[src/rtl/alu_pkg.sv]
// rtl/alu_pkg.sv - shared widths, opcodes and response-stage state for the shared ALU
package alu_pkg;

   localparam int WIDTH    = 32;
   localparam int OP_WIDTH = 5;

   localparam logic [OP_WIDTH-1:0] OP_ADD = 5'b00001;
   localparam logic [OP_WIDTH-1:0] OP_SUB = 5'b10001;
   localparam logic [OP_WIDTH-1:0] OP_XOR = 5'b01001;
   localparam logic [OP_WIDTH-1:0] OP_OR  = 5'b01101;
   localparam logic [OP_WIDTH-1:0] OP_AND = 5'b01111;
   localparam logic [OP_WIDTH-1:0] OP_SLL = 5'b00011;
   localparam logic [OP_WIDTH-1:0] OP_SLT = 5'b00101;

   typedef enum logic {
      RSP_EMPTY = 1'b0,
      RSP_FULL  = 1'b1
   } rsp_state_t;

   function automatic logic is_legal_op(input logic [OP_WIDTH-1:0] op);
      case (op)
         OP_ADD, OP_SUB, OP_XOR, OP_OR, OP_AND, OP_SLL, OP_SLT: return 1'b1;
         default:                                              return 1'b0;
      endcase
   endfunction

endpackage

[src/rtl/alu_arbiter_if.sv]
// rtl/alu_arbiter_if.sv - two requester ports plus the registered response port
interface alu_arbiter_if;
   import alu_pkg::*;

   logic                req0_valid;
   logic                req0_ready;
   logic [OP_WIDTH-1:0] req0_op;
   logic [WIDTH-1:0]    req0_a;
   logic [WIDTH-1:0]    req0_b;

   logic                req1_valid;
   logic                req1_ready;
   logic [OP_WIDTH-1:0] req1_op;
   logic [WIDTH-1:0]    req1_a;
   logic [WIDTH-1:0]    req1_b;

   logic                rsp_valid;
   logic                rsp_ready;
   logic                rsp_id;
   logic [WIDTH-1:0]    rsp_result;
   logic                rsp_err;

   modport master (
      output req0_valid, req0_op, req0_a, req0_b,
      output req1_valid, req1_op, req1_a, req1_b,
      output rsp_ready,
      input  req0_ready, req1_ready,
      input  rsp_valid, rsp_id, rsp_result, rsp_err
   );

   modport slave (
      input  req0_valid, req0_op, req0_a, req0_b,
      input  req1_valid, req1_op, req1_a, req1_b,
      input  rsp_ready,
      output req0_ready, req1_ready,
      output rsp_valid, rsp_id, rsp_result, rsp_err
   );

endinterface

[src/rtl/alu.sv]
// rtl/alu.sv - combinational integer ALU; unknown opcodes produce zero
module alu
   import alu_pkg::*;
(
   output logic [WIDTH-1:0]    out,
   input  logic [OP_WIDTH-1:0] opcode,
   input  logic [WIDTH-1:0]    a,
   input  logic [WIDTH-1:0]    b
);

   logic slt;

   always_comb begin
      slt = ($signed(a) < $signed(b));
      out = '0;
      case (opcode)
         OP_ADD:  out = a + b;
         OP_SUB:  out = a - b;
         OP_XOR:  out = a ^ b;
         OP_OR:   out = a | b;
         OP_AND:  out = a & b;
         OP_SLL:  out = a << b[4:0];
         OP_SLT:  out = {{(WIDTH-1){1'b0}}, slt};
         default: out = '0;
      endcase
   end

endmodule

[src/rtl/alu_arbiter.sv]
// rtl/alu_arbiter.sv - round-robin share of one ALU between two requesters,
// result held in a one-entry response register tagged with the requester id
module alu_arbiter
   import alu_pkg::*;
(
   input logic          clk,
   input logic          rst,
   alu_arbiter_if.slave bus
);

   rsp_state_t          state_q;
   rsp_state_t          state_d;
   logic                rr_ptr;
   logic                can_accept;
   logic                gnt_valid;
   logic                gnt_id;
   logic [OP_WIDTH-1:0] mux_op;
   logic [WIDTH-1:0]    mux_a;
   logic [WIDTH-1:0]    mux_b;
   logic [WIDTH-1:0]    alu_out;
   logic                legal;
   logic                rsp_id_q;
   logic [WIDTH-1:0]    rsp_result_q;
   logic                rsp_err_q;

   // A full stage may still accept when it drains in the same cycle.
   always_comb begin
      can_accept = (state_q == RSP_EMPTY) || bus.rsp_ready;
      gnt_valid  = can_accept && (bus.req0_valid || bus.req1_valid);
      if (bus.req0_valid && bus.req1_valid) begin
         gnt_id = rr_ptr;
      end else begin
         gnt_id = bus.req1_valid;
      end
   end

   always_comb begin
      mux_op = gnt_id ? bus.req1_op : bus.req0_op;
      mux_a  = gnt_id ? bus.req1_a  : bus.req0_a;
      mux_b  = gnt_id ? bus.req1_b  : bus.req0_b;
      legal  = is_legal_op(mux_op);
   end

   alu u_alu (
      .out    (alu_out),
      .opcode (mux_op),
      .a      (mux_a),
      .b      (mux_b)
   );

   always_comb begin
      state_d = state_q;
      case (state_q)
         RSP_EMPTY: if (gnt_valid) state_d = RSP_FULL;
         RSP_FULL:  if (bus.rsp_ready && !gnt_valid) state_d = RSP_EMPTY;
         default:   state_d = RSP_EMPTY;
      endcase
   end

   always_ff @(posedge clk or posedge rst) begin
      if (rst) begin
         state_q      <= RSP_EMPTY;
         rr_ptr       <= 1'b0;
         rsp_id_q     <= 1'b0;
         rsp_result_q <= '0;
         rsp_err_q    <= 1'b0;
      end else begin
         state_q <= state_d;
         if (gnt_valid) begin
            rr_ptr       <= ~gnt_id;
            rsp_id_q     <= gnt_id;
            rsp_result_q <= legal ? alu_out : '0;
            rsp_err_q    <= ~legal;
         end
      end
   end

   assign bus.req0_ready = gnt_valid && !gnt_id;
   assign bus.req1_ready = gnt_valid && gnt_id;
   assign bus.rsp_valid  = (state_q == RSP_FULL);
   assign bus.rsp_id     = rsp_id_q;
   assign bus.rsp_result = rsp_result_q;
   assign bus.rsp_err    = rsp_err_q;

endmodule

[src/flat_wrapper.sv]
// flat-port wrapper written by rule: the top's interface ports become plain ports
module alu_arbiter_flat import alu_pkg::*;
  (clk, rst, bus_req0_valid, bus_req0_op, bus_req0_a, bus_req0_b, bus_req1_valid, bus_req1_op, bus_req1_a, bus_req1_b, bus_rsp_ready, bus_req0_ready, bus_req1_ready, bus_rsp_valid, bus_rsp_id, bus_rsp_result, bus_rsp_err);
  alu_arbiter_if bus_i ();
  input logic clk;
  input logic rst;
  input wire logic [$bits(bus_i.req0_valid)-1:0] bus_req0_valid;
  input wire logic [$bits(bus_i.req0_op)-1:0] bus_req0_op;
  input wire logic [$bits(bus_i.req0_a)-1:0] bus_req0_a;
  input wire logic [$bits(bus_i.req0_b)-1:0] bus_req0_b;
  input wire logic [$bits(bus_i.req1_valid)-1:0] bus_req1_valid;
  input wire logic [$bits(bus_i.req1_op)-1:0] bus_req1_op;
  input wire logic [$bits(bus_i.req1_a)-1:0] bus_req1_a;
  input wire logic [$bits(bus_i.req1_b)-1:0] bus_req1_b;
  input wire logic [$bits(bus_i.rsp_ready)-1:0] bus_rsp_ready;
  output wire logic [$bits(bus_i.req0_ready)-1:0] bus_req0_ready;
  output wire logic [$bits(bus_i.req1_ready)-1:0] bus_req1_ready;
  output wire logic [$bits(bus_i.rsp_valid)-1:0] bus_rsp_valid;
  output wire logic [$bits(bus_i.rsp_id)-1:0] bus_rsp_id;
  output wire logic [$bits(bus_i.rsp_result)-1:0] bus_rsp_result;
  output wire logic [$bits(bus_i.rsp_err)-1:0] bus_rsp_err;
  assign bus_i.req0_valid = bus_req0_valid;
  assign bus_i.req0_op = bus_req0_op;
  assign bus_i.req0_a = bus_req0_a;
  assign bus_i.req0_b = bus_req0_b;
  assign bus_i.req1_valid = bus_req1_valid;
  assign bus_i.req1_op = bus_req1_op;
  assign bus_i.req1_a = bus_req1_a;
  assign bus_i.req1_b = bus_req1_b;
  assign bus_i.rsp_ready = bus_rsp_ready;
  assign bus_req0_ready = bus_i.req0_ready;
  assign bus_req1_ready = bus_i.req1_ready;
  assign bus_rsp_valid = bus_i.rsp_valid;
  assign bus_rsp_id = bus_i.rsp_id;
  assign bus_rsp_result = bus_i.rsp_result;
  assign bus_rsp_err = bus_i.rsp_err;
  alu_arbiter u_core (.clk(clk), .rst(rst), .bus(bus_i));
endmodule
[config.mk]
export PLATFORM = sky130hd
export DESIGN_NAME = alu_arbiter_flat
export DESIGN_NICKNAME = d
export VERILOG_FILES = /design/src/rtl/alu_pkg.sv /design/src/rtl/alu_arbiter_if.sv /design/src/rtl/alu.sv /design/src/rtl/alu_arbiter.sv /design/src/flat_wrapper.sv
export SDC_FILE = /design/constraint.sdc
export NUM_CORES = 1
export LEC_CHECK = 0
export CORE_AREA = 2 2 148 150
export DETAILED_ROUTE_END_ITERATION = 7
export DIE_AREA = 0 0 150 152
export DONT_BUFFER_PORTS = 1
export HOLD_SLACK_MARGIN = 0.1
export PLACE_DENSITY_LB_ADDON = 0.1
export SETUP_SLACK_MARGIN = 0.3
export SLEW_MARGIN = 15
export SYNTH_ARGS = -nofsm -noshare
export SYNTH_HDL_FRONTEND = slang
export SYNTH_HIERARCHICAL = 1
export SYNTH_SLANG_ARGS = --single-unit
[constraint.sdc]
create_clock -name clk -period 13.8 [get_ports clk]
set_input_delay 1.38 -clock clk [delete_from_list [all_inputs] [get_ports clk]]
set_output_delay 1.38 -clock clk [all_outputs]
set_load 0.05 [all_outputs]
==> results_dict.tcl <==
set metrics [dict create \
    rsz0062_at_grt "no" \
    ys_ff_latch 36 \
    p_sw_uw 502 \
    area_delta_synth_final_pct 2.21 \
    cpMostUsedCell "nand2_1" \
    drt_pass1_iterations 6 \
    slew-limit-headroom_pct 20.5 \
    grt_max_degree 67 \
    die_x_um 150 \
    cts_tree "yes" \
    drt-initial-drc-count 1235 \
    io_buffers 0 \
    yosys_warnings 6 \
    min_path_cells 2 \
    final_area_mm2 0.00956 \
    drc 0 \
    fin_crit_ps 6760 \
    instances_no_fill 1630 \
    wirelength_um 37700 \
    ir_drop_uv 52.0 \
    worstReg2RegStart "u_core/rr_ptr" \
    cts.sinks 36 \
    n_fill_cell 2352 \
    yosysUniqueCellTypes 74 \
    placed_area_mm2 0.00942 \
    cpPeakStageDelay_ps 1110 \
    wire_per_inst_um 23.1 \
    tightestPinTransition_ps 1190 \
    p_leak_uw 0.00439 \
    r2r_setup_slack_ps 7650 \
    antenna_found_initial 2 \
    drv_cap 0 \
    grt_pass1_vias 9551 \
    crit_chain "nand2b_4 -> nand2_2 -> nand2_1 -> nand2_1 -> clkinv_1 -> ha_1 -> a21oi_1 -> o211ai_1 -> nand2_1 -> a211oi_1 -> o21ai_0 -> o21ai_0 -> o21ai_0 -> xnor2_1 -> o21ai_1 -> nand2_1 -> o31ai_1" \
    setup_viol 0 \
    min_to "u_core/rr_ptr" \
    p_int_uw 374 \
    max_freq_mhz 148 \
    r2r_cells 17 \
    ys_seq_area_share_pct 9.64 \
    cts_buffers 5 \
    antenna_left 0 \
    nNetsFinal 1600 \
    gp_congestion 0.985 \
    combPwrFrac_pct 70.7 \
    hp-class "reg2reg" \
    row_count 54 \
    setup_tns_ps 0 \
    clkPwrFrac_pct 12.1 \
    cts_resized 0 \
    layout_setup_ws_ps 7040 \
    hpwl_um 29100 \
    worstSetupEndpointType "flip-flop" \
    place_inst 1622 \
    netlist_area_mm2 0.00935 \
    grt_usage_pct 31.9 \
    grt_overflow_total 0 \
    holdWs_ps 557 \
    switching_share_pct 57.3 \
    ys.flop_type "dfrtp_1" \
    clock_latency_ps 280 \
    fin_skew_ps 1.72 \
    start_kind "input port" \
    htreeDepth 2 \
    hold_violations 0 \
    syn_area_per_cell_um2 6.59 \
    min_period_over_period_pct 49.0 \
    cpMaxStageDelayCell "clkinv_1" \
    status "finished clean" \
    core_mm2 0.0214 \
    cts_buffer_depth 2 \
    clkTransAtPathRegs_ps 50 \
    reg2reg_to "u_core/bus.rsp_result[26]" \
    vias_per_cell 6.37 \
    critPathKind "in2reg" \
    netlist_instances 1419 \
    cp.arrival_ps 6940 \
    num_vias 10400 \
    start_util_pct 43.8 \
    die_height_um 152 \
    grt_pass1_wl_um 57400 \
    maxSlewViolCount 0 \
    crit_path_max_fanout 34 \
    cp.required_ps 13980 \
    root_buffer "clkbuf_16" \
    dp_slack_ps 7040 \
    min_from "u_core/rr_ptr" \
    crit_start "bus_req0_valid" \
    ios 180 \
    synth-edff-count 0 \
    dieArea_mm2 0.0228 \
    post_cts_buffers 0 \
    synthArstFlopShare_pct 100 \
    power.density_mw_per_mm2 91.8 \
    drive_gt1_share_pct 5.93 \
    holdBufCountCts 0 \
    seqPwrFrac_pct 17.2 \
    syn-num-nets 1670 \
]
routing by layer:
| metal | vias up | global-route usage (%) | share of wire (%) |
|---|---|---|---|
| met2 | 571 | 49.9 | 44 |
| li1 | 4875 | - | - |
| met4 | 0 | 8.00 | 2.7 |
| met5 | - | 0 | 0 |
| met3 | 70 | 4.80 | 9.7 |
| met1 | 4872 | 45.9 | 44 |
through the flow:
step,util [%],total power (uW)
after floorplan,-,587
after global placement,44.1,752
after detailed placement,44.1,752
after CTS,44.7,862
after global routing,44.8,938
final,44.8,877
power by group through the flow:
stage / registers (uW) / clock network [uW] / logic (uW)
final: 151 / 106 / 620
after global routing: 152 / 113 / 673
after CTS: 151 / 108 / 602
after detailed placement: 153 / 0 / 599
after global placement: 153 / 0 / 599
after floorplan: 150 / 0 / 437
cells by family after synthesis:
| logic type | synth area share (%) |
|---|---|
| AOI/OAI and AO/OA | 32.0 |
| xor gates and xnor gates | 0.562 |
| adders and majority gates | 14.6 |
| buffers and inverters | 8.83 |
| DFF | 9.64 |
| muxes | 8.53 |
| and+or+nand+nor | 25.9 |
layout by cell type, fill, tap and decap left out, drive strengths merged, types with 9 or more instances in the layout:
master,synthesis,final
nand2,351,351
a21oi,118,118
ha,106,106
inv,104,104
nor2,99,99
o21ai,80,80
o31ai,47,47
mux2i,39,39
dfrtp,36,36
o211ai,26,26
a211oi,21,21
nor3,19,19
nand3,18,18
buf,31,17
o22ai,16,16
nor2b,13,13
mux2,13,13
a21o,13,13
o221ai,12,12
a221oi,12,12
o21bai,12,12
or3,12,12
mux4,11,11
a22oi,10,10
nor4,10,10
a31oi,10,10
nand4,9,9
nand2b,9,9
synth_stat cells, drive strengths merged (4+ instances only):
library cell	n	area share (%)
a21o	13	1.0
o211ai	26	2.1
a31oi	10	0.67
o22ai	16	1.1
o21a	6	0.48
nor3	19	1.0
nand3	18	0.96
ha	106	14
o2111ai	5	0.47
nor4	10	0.67
nor2b	13	0.87
xnor2	6	0.56
or3	12	0.80
mux2i	39	4.3
a211o	7	0.66
o21bai	12	0.96
a22oi	10	0.80
inv	104	4.2
a32oi	4	0.37
o31ai	47	4.4
buf	31	2.0
mux2	13	1.6
nand4	9	0.60
a22o	4	0.37
o221ai	12	1.1
o21ai	80	4.3
mux4	11	2.6
nand2	351	14
a21oi	118	6.4
and3	7	0.47
and2	8	0.56
o211a	6	0.64
a221oi	12	1.1
nor2	99	4.0
o32ai	5	0.67
nand2b	9	0.68
a221o	4	0.43
clkinv	4	0.16
clkbuf	63	2.5
a211oi	21	1.8
dfrtp	36	9.6
sequential cells by signal, indices dropped and copies added (netlist names):
name	cells
u_core/bus.rsp_id	1
u_core/bus.rsp_result	32
u_core/rr_ptr	1
u_core/bus.rsp_err	1
u_core/bus.rsp_valid	1
worst max path at each step:
stage	slack (ps)	cells after the start	to
floorplan	8120	22	u_core/bus.rsp_result[30]
global placement	7130	17	u_core/bus.rsp_result[19]
detailed placement	7040	17	u_core/bus.rsp_result[26]
CTS	7280	17	u_core/bus.rsp_result[26]
global route	6580	17	u_core/bus.rsp_result[26]
finish	7040	17	u_core/bus.rsp_result[26]
critical path: cells and delay by family:
family / cells / cell delay (ps)
AND/OR/NAND/NOR: 6 / 1100
AO/OA/AOI/OAI: 8 / 2330
XOR/XNOR: 1 / 170
adder cells (fa/ha/maj): 1 / 810
buffers and inverters: 1 / 1110
layout make-up:
class	instances	area, um2	share of cell area, %
Inverter	108	405	4.24
Clock inverter	1	5.00	0.0524
Timing Repair Buffer	17	128	1.34
Sequential cell	36	901	9.43
Clock buffer	6	129	1.35
Multi-Input combinational cell	1181	7630	79.9
Antenna cell	1	2.50	0.0262
Tap cell	280	350	3.67
(Power assumes the default switching activity.)
